[src/rtl/codificador_jogo.sv]
// Game-word encoder: collects one 2-bit class per player into a packed word,
// then checks the lobo/medico counts and the absence of invalid codes.
module codificador_jogo #(
    parameter int N_JOGADORES = 5,
    parameter int N_LOBOS     = 1,
    parameter int N_MEDICOS   = 1
) (
    input  logic                       clock,
    input  logic                       reset,
    input  logic                       iniciar,
    input  logic                       escreve,
    input  logic [1:0]                 classe_in,
    output logic [2*N_JOGADORES-1:0]   jogo,
    output logic                       pronto,
    output logic                       erro,
    output logic [2:0]                 jogador_idx,
    output logic [2:0]                 db_estado
);

    localparam int W = 2 * N_JOGADORES;

    typedef enum logic [2:0] {
        OCIOSO   = 3'd0,
        RECEBE   = 3'd1,
        VERIFICA = 3'd2,
        PRONTO   = 3'd3,
        ERRO     = 3'd4
    } estado_t;

    estado_t      state_q;
    logic [W-1:0] jogo_q;
    logic         pronto_q;
    logic         erro_q;
    logic [2:0]   idx_q;
    logic [2:0]   lobos_q;
    logic [2:0]   medicos_q;
    logic         invalido_q;
    logic         estado_valido;

    assign estado_valido = (state_q == OCIOSO) || (state_q == RECEBE) ||
                           (state_q == VERIFICA) || (state_q == PRONTO) ||
                           (state_q == ERRO);

    // Handshake: escreve is a one-cycle strobe accepted only in RECEBE;
    // iniciar is a level that restarts from any valid state and wins over escreve.
    always_ff @(posedge clock) begin
        if (reset) begin
            state_q    <= OCIOSO;
            jogo_q     <= '0;
            pronto_q   <= 1'b0;
            erro_q     <= 1'b0;
            idx_q      <= 3'd0;
            lobos_q    <= 3'd0;
            medicos_q  <= 3'd0;
            invalido_q <= 1'b0;
        end else if (!estado_valido) begin
            state_q  <= OCIOSO;
            pronto_q <= 1'b0;
            erro_q   <= 1'b0;
        end else if (iniciar) begin
            state_q    <= RECEBE;
            jogo_q     <= '0;
            pronto_q   <= 1'b0;
            erro_q     <= 1'b0;
            idx_q      <= 3'd0;
            lobos_q    <= 3'd0;
            medicos_q  <= 3'd0;
            invalido_q <= 1'b0;
        end else begin
            case (state_q)
                RECEBE: begin
                    if (escreve) begin
                        // Player 0 lands in the MSBs of the word.
                        jogo_q[2*(N_JOGADORES-1-int'(idx_q)) +: 2] <= classe_in;
                        if (classe_in == 2'b01 && lobos_q != 3'd7)
                            lobos_q <= lobos_q + 3'd1;
                        if (classe_in == 2'b10 && medicos_q != 3'd7)
                            medicos_q <= medicos_q + 3'd1;
                        if (classe_in == 2'b11)
                            invalido_q <= 1'b1;
                        if (idx_q == 3'(N_JOGADORES - 1)) begin
                            idx_q   <= 3'd0;
                            state_q <= VERIFICA;
                        end else begin
                            idx_q <= idx_q + 3'd1;
                        end
                    end
                end
                VERIFICA: begin
                    if (lobos_q == 3'(N_LOBOS) && medicos_q == 3'(N_MEDICOS) && !invalido_q) begin
                        state_q  <= PRONTO;
                        pronto_q <= 1'b1;
                    end else begin
                        state_q <= ERRO;
                        erro_q  <= 1'b1;
                    end
                end
                default: begin
                    state_q <= state_q;
                end
            endcase
        end
    end

    assign jogo        = jogo_q;
    assign pronto      = pronto_q;
    assign erro        = erro_q;
    assign jogador_idx = idx_q;
    assign db_estado   = estado_valido ? state_q : 3'd7;

endmodule

[config.mk]
export PLATFORM = sky130hd
export DESIGN_NAME = codificador_jogo
export DESIGN_NICKNAME = d
export VERILOG_FILES = /design/src/rtl/codificador_jogo.sv
export SDC_FILE = /design/constraint.sdc
export NUM_CORES = 1
export LEC_CHECK = 0
export CORE_MARGIN = 2
export CORE_UTILIZATION = 40
export CTS_CLUSTER_DIAMETER = 30
export DETAILED_ROUTE_END_ITERATION = 8
export HOLD_SLACK_MARGIN = 0.12
export PLACE_DENSITY_LB_ADDON = 0.08
export SLEW_MARGIN = 20
export SYNTH_ARGS = -nofsm -noshare
export SYNTH_HDL_FRONTEND = slang
export SYNTH_SLANG_ARGS = --single-unit
[constraint.sdc]
create_clock -name clock -period 2.75 [get_ports clock]
set_input_delay 0.4125 -clock clock [delete_from_list [all_inputs] [get_ports clock]]
set_output_delay 0.4125 -clock clock [all_outputs]
set_load 0.02 [all_outputs]
======== Word level (Yosys, flattened, before mapping) ========
Cells that the tools add are included.
word-level totals
  flip-flop bits (word level) ............. 25
  input bits .............................. 6
  output and inout bits ................... 18
  word-level logic and storage cells ...... 87
operators by class
  add/subtract/negate cells ............... 5
  eq/ne operators ......................... 16
  shift operators ......................... 2
  mux-type cells .......................... 26
  bitwise gates (word level) .............. 2
  reductions and logical operators ........ 27
operators with widths
  kind                       number
  $mux W3                    16
  $neg A5 Y33                1
  $shift A2 B33 Y10 const A  1
  $shiftx A2 B33 Y10         1
  $mux W10                   3
  $reduce_and A4 Y1          3
  $reduce_bool A2 Y1         6
  $bwmux W10                 1
  $add A3 B1 Y3 const B      3
  $eq A3 B1 Y1 const B       3
  $ne A3 B3 Y1 const B       3
  $reduce_and A3 Y1          3
  $eq A3 B2 Y1 const B       2
  $eq A3 B3 Y1 const B       2
  $pmux W3 S2                1
  $mux W1                    5
  $eq A2 B2 Y1 const B       2
  $logic_and A1 B1 Y1        4
  $logic_or A1 B1 Y1         4
  $reduce_and A2 Y1          2
  $sub A3 B3 Y4 const A      1
  $logic_not A3 Y1           1
  $ne A3 B2 Y1 const B       1
  $reduce_bool A3 Y1         1
  7 further kinds            8

======== Depth between registers and ports, before layout ========
  depth after elaboration ................. 7
  gate-level depth with buffers ........... 12
  mapped depth without buffers ............ 11

======== Least setup slack after synthesis ========
OpenSTA, ideal clock, no wires.
  path type ............................... register to register
  from .................................... register idx_q[0] (netlist: jogador_idx[0])
  to ...................................... register jogo_q[0] (netlist: jogo[0])
  library setup time ...................... 0.119 ns
  arrival time ............................ 2.795 ns
  data required time ...................... 2.631 ns
  slack ................................... -0.164 ns
  stages on the path, launching flop included .. 11
  buffers on the path ..................... 1
  clock period less this slack ............ 2.914 ns
  cells stage by stage .................... dfxtp_1 -> buf_2 -> inv_1 -> ha_1 -> ha_1 -> or3_1 -> ha_1 -> nor4b_1 -> nand4b_1 -> o211a_1 -> a2bb2o_2
on the way
  longest elaborated chain between the ends .. 7
  elaborated cells between the ends (all ways) .. 8
  classes of those cells .................. add/sub: 2; shift: 2; mux: 4
ends and longest elaborated chain
  what                                                     RTL line  RTL
  from (decl)                                              34        logic [2:0] idx_q;
  from (signal assigned)                                   85        idx_q <= idx_q + 3'd1;
  $sub A3 B3 Y4 (*)                                        74        jogo_q[2*(N_JOGADORES-1-int'(idx_q)) +: 2] <= classe_in;
  $neg A5 Y33 (*)                                          74
  $shiftx A2 B33 Y10 or $shift A2 B33 Y10 (tied branches)  74
  $bwmux W10 (*)                                           74
  $mux W10 (*)                                             72        if (escreve) begin
  $mux W10 (*)                                             70        case (state_q)
  $mux W10 (*)                                             60        end else if (iniciar) begin
  to (signal, indexed assignment)                          74
  to (decl)                                                31        logic [W-1:0] jogo_q;
Every way passes the cells marked *; elsewhere a longest branch is shown, timed or not. The select of a mux whose other input is x is not followed.
A chain may end at the register's enable or synchronous reset.

======== Final worst setup path ========
  from .................................... register idx_q[1] (netlist: jogador_idx[1])
  to ...................................... register jogo_q[1] (netlist: jogo[1])
Same word-level chain as after synthesis.

==> out/qor_table.md <==
| Result | This run |
|---|---|
| Worst min path class | reg2reg |
| Core area | 3660 um2 |
| Clock tree from TritonCTS | built |
| Mean number of vias per cell | 5.55 |
| Cell chosen for the clock root | sky130_fd_sc_hd__clkbuf_8 |
| Maximum fanout along the worst path | 5 |
| Pin count of the biggest net entering global routing | 14 |
| Total power consumption of the routed design | 0.000687 W |
| Total number of nets in the final design | 204 |
| Classification of the worst setup path | reg2reg |
| Count of boundary I/O pins | 24 |
| Antenna Violating Nets Remaining | 0 |
| Hpwl dp | 2530 um |
| Critical Path AT | 2.74 ns |
| Shortest period the worst path allows | 2.58 ns |
| Port-buffer cells | 23 |
| Share of post-route cells with drive strength above 1 | 16.8% |
| Cell area after placement | 1820 um2 |
| Unique masters post-synth | 56 |
| Status | finished, final reports clean |
| Horiz. Die Dim | 65.7 um |
| Congestion Overflow GR | 0 |
| Global Route Usage Sum | 17.2% |
| Number of DRC markers after the initial detailed-route iteration | 66 |
| Fmax achieved | 0.388 GHz |
| Async set-reset flop share out of synthesis | 0% |
| Nets in the synthesized netlist | 179 |
| Number of enable-type register cells in the synthesized netlist | 0 |
| Startpoint type of the worst setup path | register |
| Max-cap viol count | 0 |
| Top FF cell, synth | sky130_fd_sc_hd__dfxtp_1 |
| Vias in the first global route | 1,279 |
| First-pass GRT wire length | 5800 um |
| Data required time at the worst endpoint | 2.91 ns |
| P&R area growth vs syn | 23.5% |
| Count of final hold-check violations | 0 |
| Global placer's final weighted congestion | 0.808 |
| Vias | 1,287 |
| Post-route design area | 1880 um2 |
| Synthesized instance count | 160 |
| Slew HR | 68.8% |
| Critical Path End Type | register |
| Maximum VDD drop | 0.000232 V |
| Unrepaired setup endpoints after global routing | false |
| Synthesis Warnings | 0 |
| Final wirelength | 3330 um |
| Die outline height | 65.7 um |
| Worst Skew | 0.00140 ns |
| Area enclosed by the die boundary | 4320 um2 |
| DRC violations left | 0 |
| Proportion of netlist area held by the largest area contributor | 32.9% |
| Initial antenna violation count | 0 |
| Ant diodes | 0 |
| Placement Rows | 22 |
| Number of buffers inserted during clock tree synthesis | 3 |
| Initial Utilization | 41.6% |
| Number of setup violations in the final report | 0 |
| PostCTS Resize Cnt | 0 |
| Final clock period utilization by the worst path | 93.8% |
| Slew at the pin with the worst max-slew slack | 0.465 ns |
| Register bit count reported by yosys | 25 |
| Synthesized area | 1520 um2 |
| Number of iterations in the first detailed-routing pass | 4 |
| Cell type with the highest aggregate area in the netlist | sky130_fd_sc_hd__dfxtp_1 |
| Setup TNS after final layout | 0 ns |
| Maximum level of the CTS H-tree | 1 |
| Static Leakage | 0.745 nW |
| Routed wirelength normalized by instance count | 14.4 um |
| Fill count | 348 |
| PwrDens | 365 nW/um2 |
| Clock slew at the register clock pins of the worst setup and hold paths | 0.08 ns |
| Slew Limit Fails | 0 |
| Post-CTS setup-driven buffer insertion count | 0 |
| Worst-Skew Late Latency | 0.26 ns |
| Cts-stage hold buffer count | 0 |
| Avg Synthesized Cell Area | 9.52 um2 |
| Sequential fraction of the synthesis area | 32.9% |
| Buffer levels on the longest clock path | 2 |
| Sink count of the clock tree | 25 |
| Top cells by area in the synthesized netlist | sky130_fd_sc_hd__dfxtp_1 33%, sky130_fd_sc_hd__ha_1 11%, sky130_fd_sc_hd__o31ai_1 3.0%, sky130_fd_sc_hd__a22oi_4 2.8%, sky130_fd_sc_hd__nand2_1 2.5% |
power breakdown:
part           switching [W]  internal [W]
Combinational      0.0000556     0.0000450
Clock               0.000110      0.000103
Sequential        0.00000636      0.000367
flip-flops by register name, indices dropped and copies added, names as in the netlist:
name,flops
erro,1
invalido_q,1
jogador_idx,3
jogo,10
lobos_q,3
medicos_q,3
pronto,1
state_q,3
layout by cell type, fill, tap and decap left out, types with 2 or more instances in the layout:
master / instances
sky130_fd_sc_hd__or3_1: 3
sky130_fd_sc_hd__nor2b_1: 2
sky130_fd_sc_hd__nand4_1: 2
sky130_fd_sc_hd__a21o_2: 2
sky130_fd_sc_hd__dfxtp_2: 2
sky130_fd_sc_hd__clkbuf_8: 3
sky130_fd_sc_hd__and2_1: 2
sky130_fd_sc_hd__and3_1: 2
sky130_fd_sc_hd__inv_1: 7
sky130_fd_sc_hd__o2111ai_1: 2
sky130_fd_sc_hd__a22oi_4: 2
sky130_fd_sc_hd__o211ai_1: 2
sky130_fd_sc_hd__ha_1: 11
sky130_fd_sc_hd__nand3_1: 3
sky130_fd_sc_hd__nor3b_1: 5
sky130_fd_sc_hd__nor2_1: 8
sky130_fd_sc_hd__clkdlybuf4s50_1: 23
sky130_fd_sc_hd__o21ai_1: 3
sky130_fd_sc_hd__a21oi_1: 7
sky130_fd_sc_hd__o31ai_1: 6
sky130_fd_sc_hd__ha_4: 2
sky130_fd_sc_hd__a31o_2: 3
sky130_fd_sc_hd__a2bb2o_2: 2
sky130_fd_sc_hd__o21ai_0: 4
sky130_fd_sc_hd__nor3_1: 5
sky130_fd_sc_hd__dfxtp_1: 23
sky130_fd_sc_hd__buf_4: 5
sky130_fd_sc_hd__nor4b_1: 3
sky130_fd_sc_hd__nand2_1: 10
metal layers:
layer / wire, um / up-vias / part of all wire [%] / GRT usage, %
li1: - / 651 / - / -
met1: 1700 / 608 / 51 / 23.8
met2: 1470 / 26 / 44 / 27.3
met3: 131 / 2 / 3.9 / 2.74
met4: 23 / 0 / 0.69 / 5.47
met5: 0 / - / 0 / 0
final cells by class:
| type | count | area [um2] | area share [%] |
|---|---|---|---|
| clock buffers | 4 | 45.0 | 2.40 |
| inverters | 8 | 30.0 | 1.60 |
| multi-input cells | 119 | 975 | 51.8 |
| flip-flops and latches | 25 | 503 | 26.7 |
| well taps | 48 | 60.1 | 3.19 |
| repair buffers | 28 | 268 | 14.2 |
logic make-up after synthesis:
kind of cell	count (synthesis)	synth area share (%)
compound gates	45	24.7
xor+xnor	1	1.07
fa+ha+maj	13	10.7
buf+inv	16	5.59
flops	25	32.9
mux	1	0.657
simple gates	59	24.5
worst paths after layout:
check	from	end	slack (ns)	cells past startpoint
max	jogador_idx[1]	jogo[1]	0.17	9
min	pronto	pronto	0.46	2
max reg2reg	jogador_idx[1]	jogo[1]	0.17	9
min reg2reg	pronto	pronto	0.46	2
synth_stat cells, types with 4 or more instances:
cell type,n
sky130_fd_sc_hd__dfxtp_1,25
sky130_fd_sc_hd__nor2_1,8
sky130_fd_sc_hd__nor3b_1,5
sky130_fd_sc_hd__o21ai_0,4
sky130_fd_sc_hd__a21oi_1,7
sky130_fd_sc_hd__o31ai_1,6
sky130_fd_sc_hd__inv_1,7
sky130_fd_sc_hd__nor3_1,5
sky130_fd_sc_hd__ha_1,13
sky130_fd_sc_hd__nor4b_1,4
sky130_fd_sc_hd__nand2_1,10
critical path, cell delays in order (launching register included):
cell	delay [ns]
sky130_fd_sc_hd__dfxtp_2	0.36
sky130_fd_sc_hd__inv_1	0.05
sky130_fd_sc_hd__ha_1	0.25
sky130_fd_sc_hd__ha_4	0.26
sky130_fd_sc_hd__or3_1	0.39
sky130_fd_sc_hd__ha_4	0.31
sky130_fd_sc_hd__nor4b_2	0.18
sky130_fd_sc_hd__nand4b_1	0.18
sky130_fd_sc_hd__o211a_1	0.25
sky130_fd_sc_hd__a2bb2o_2	0.25
metrics by stage:
stage	instances	setup slack, ns	utilization [%]	hold WS (ns)
3_5_place_dp	228	0.0655	49.8	0.447
6_report	232	0.170	51.4	0.457
4_1_cts	232	0.0510	51.0	0.459
2_1_floorplan	160	0.0817	-	0.459
5_1_grt	232	0.0135	51.4	0.501
3_3_place_gp	228	0.174	49.8	0.444
Note: power is estimated with default switching activity, not from simulation.
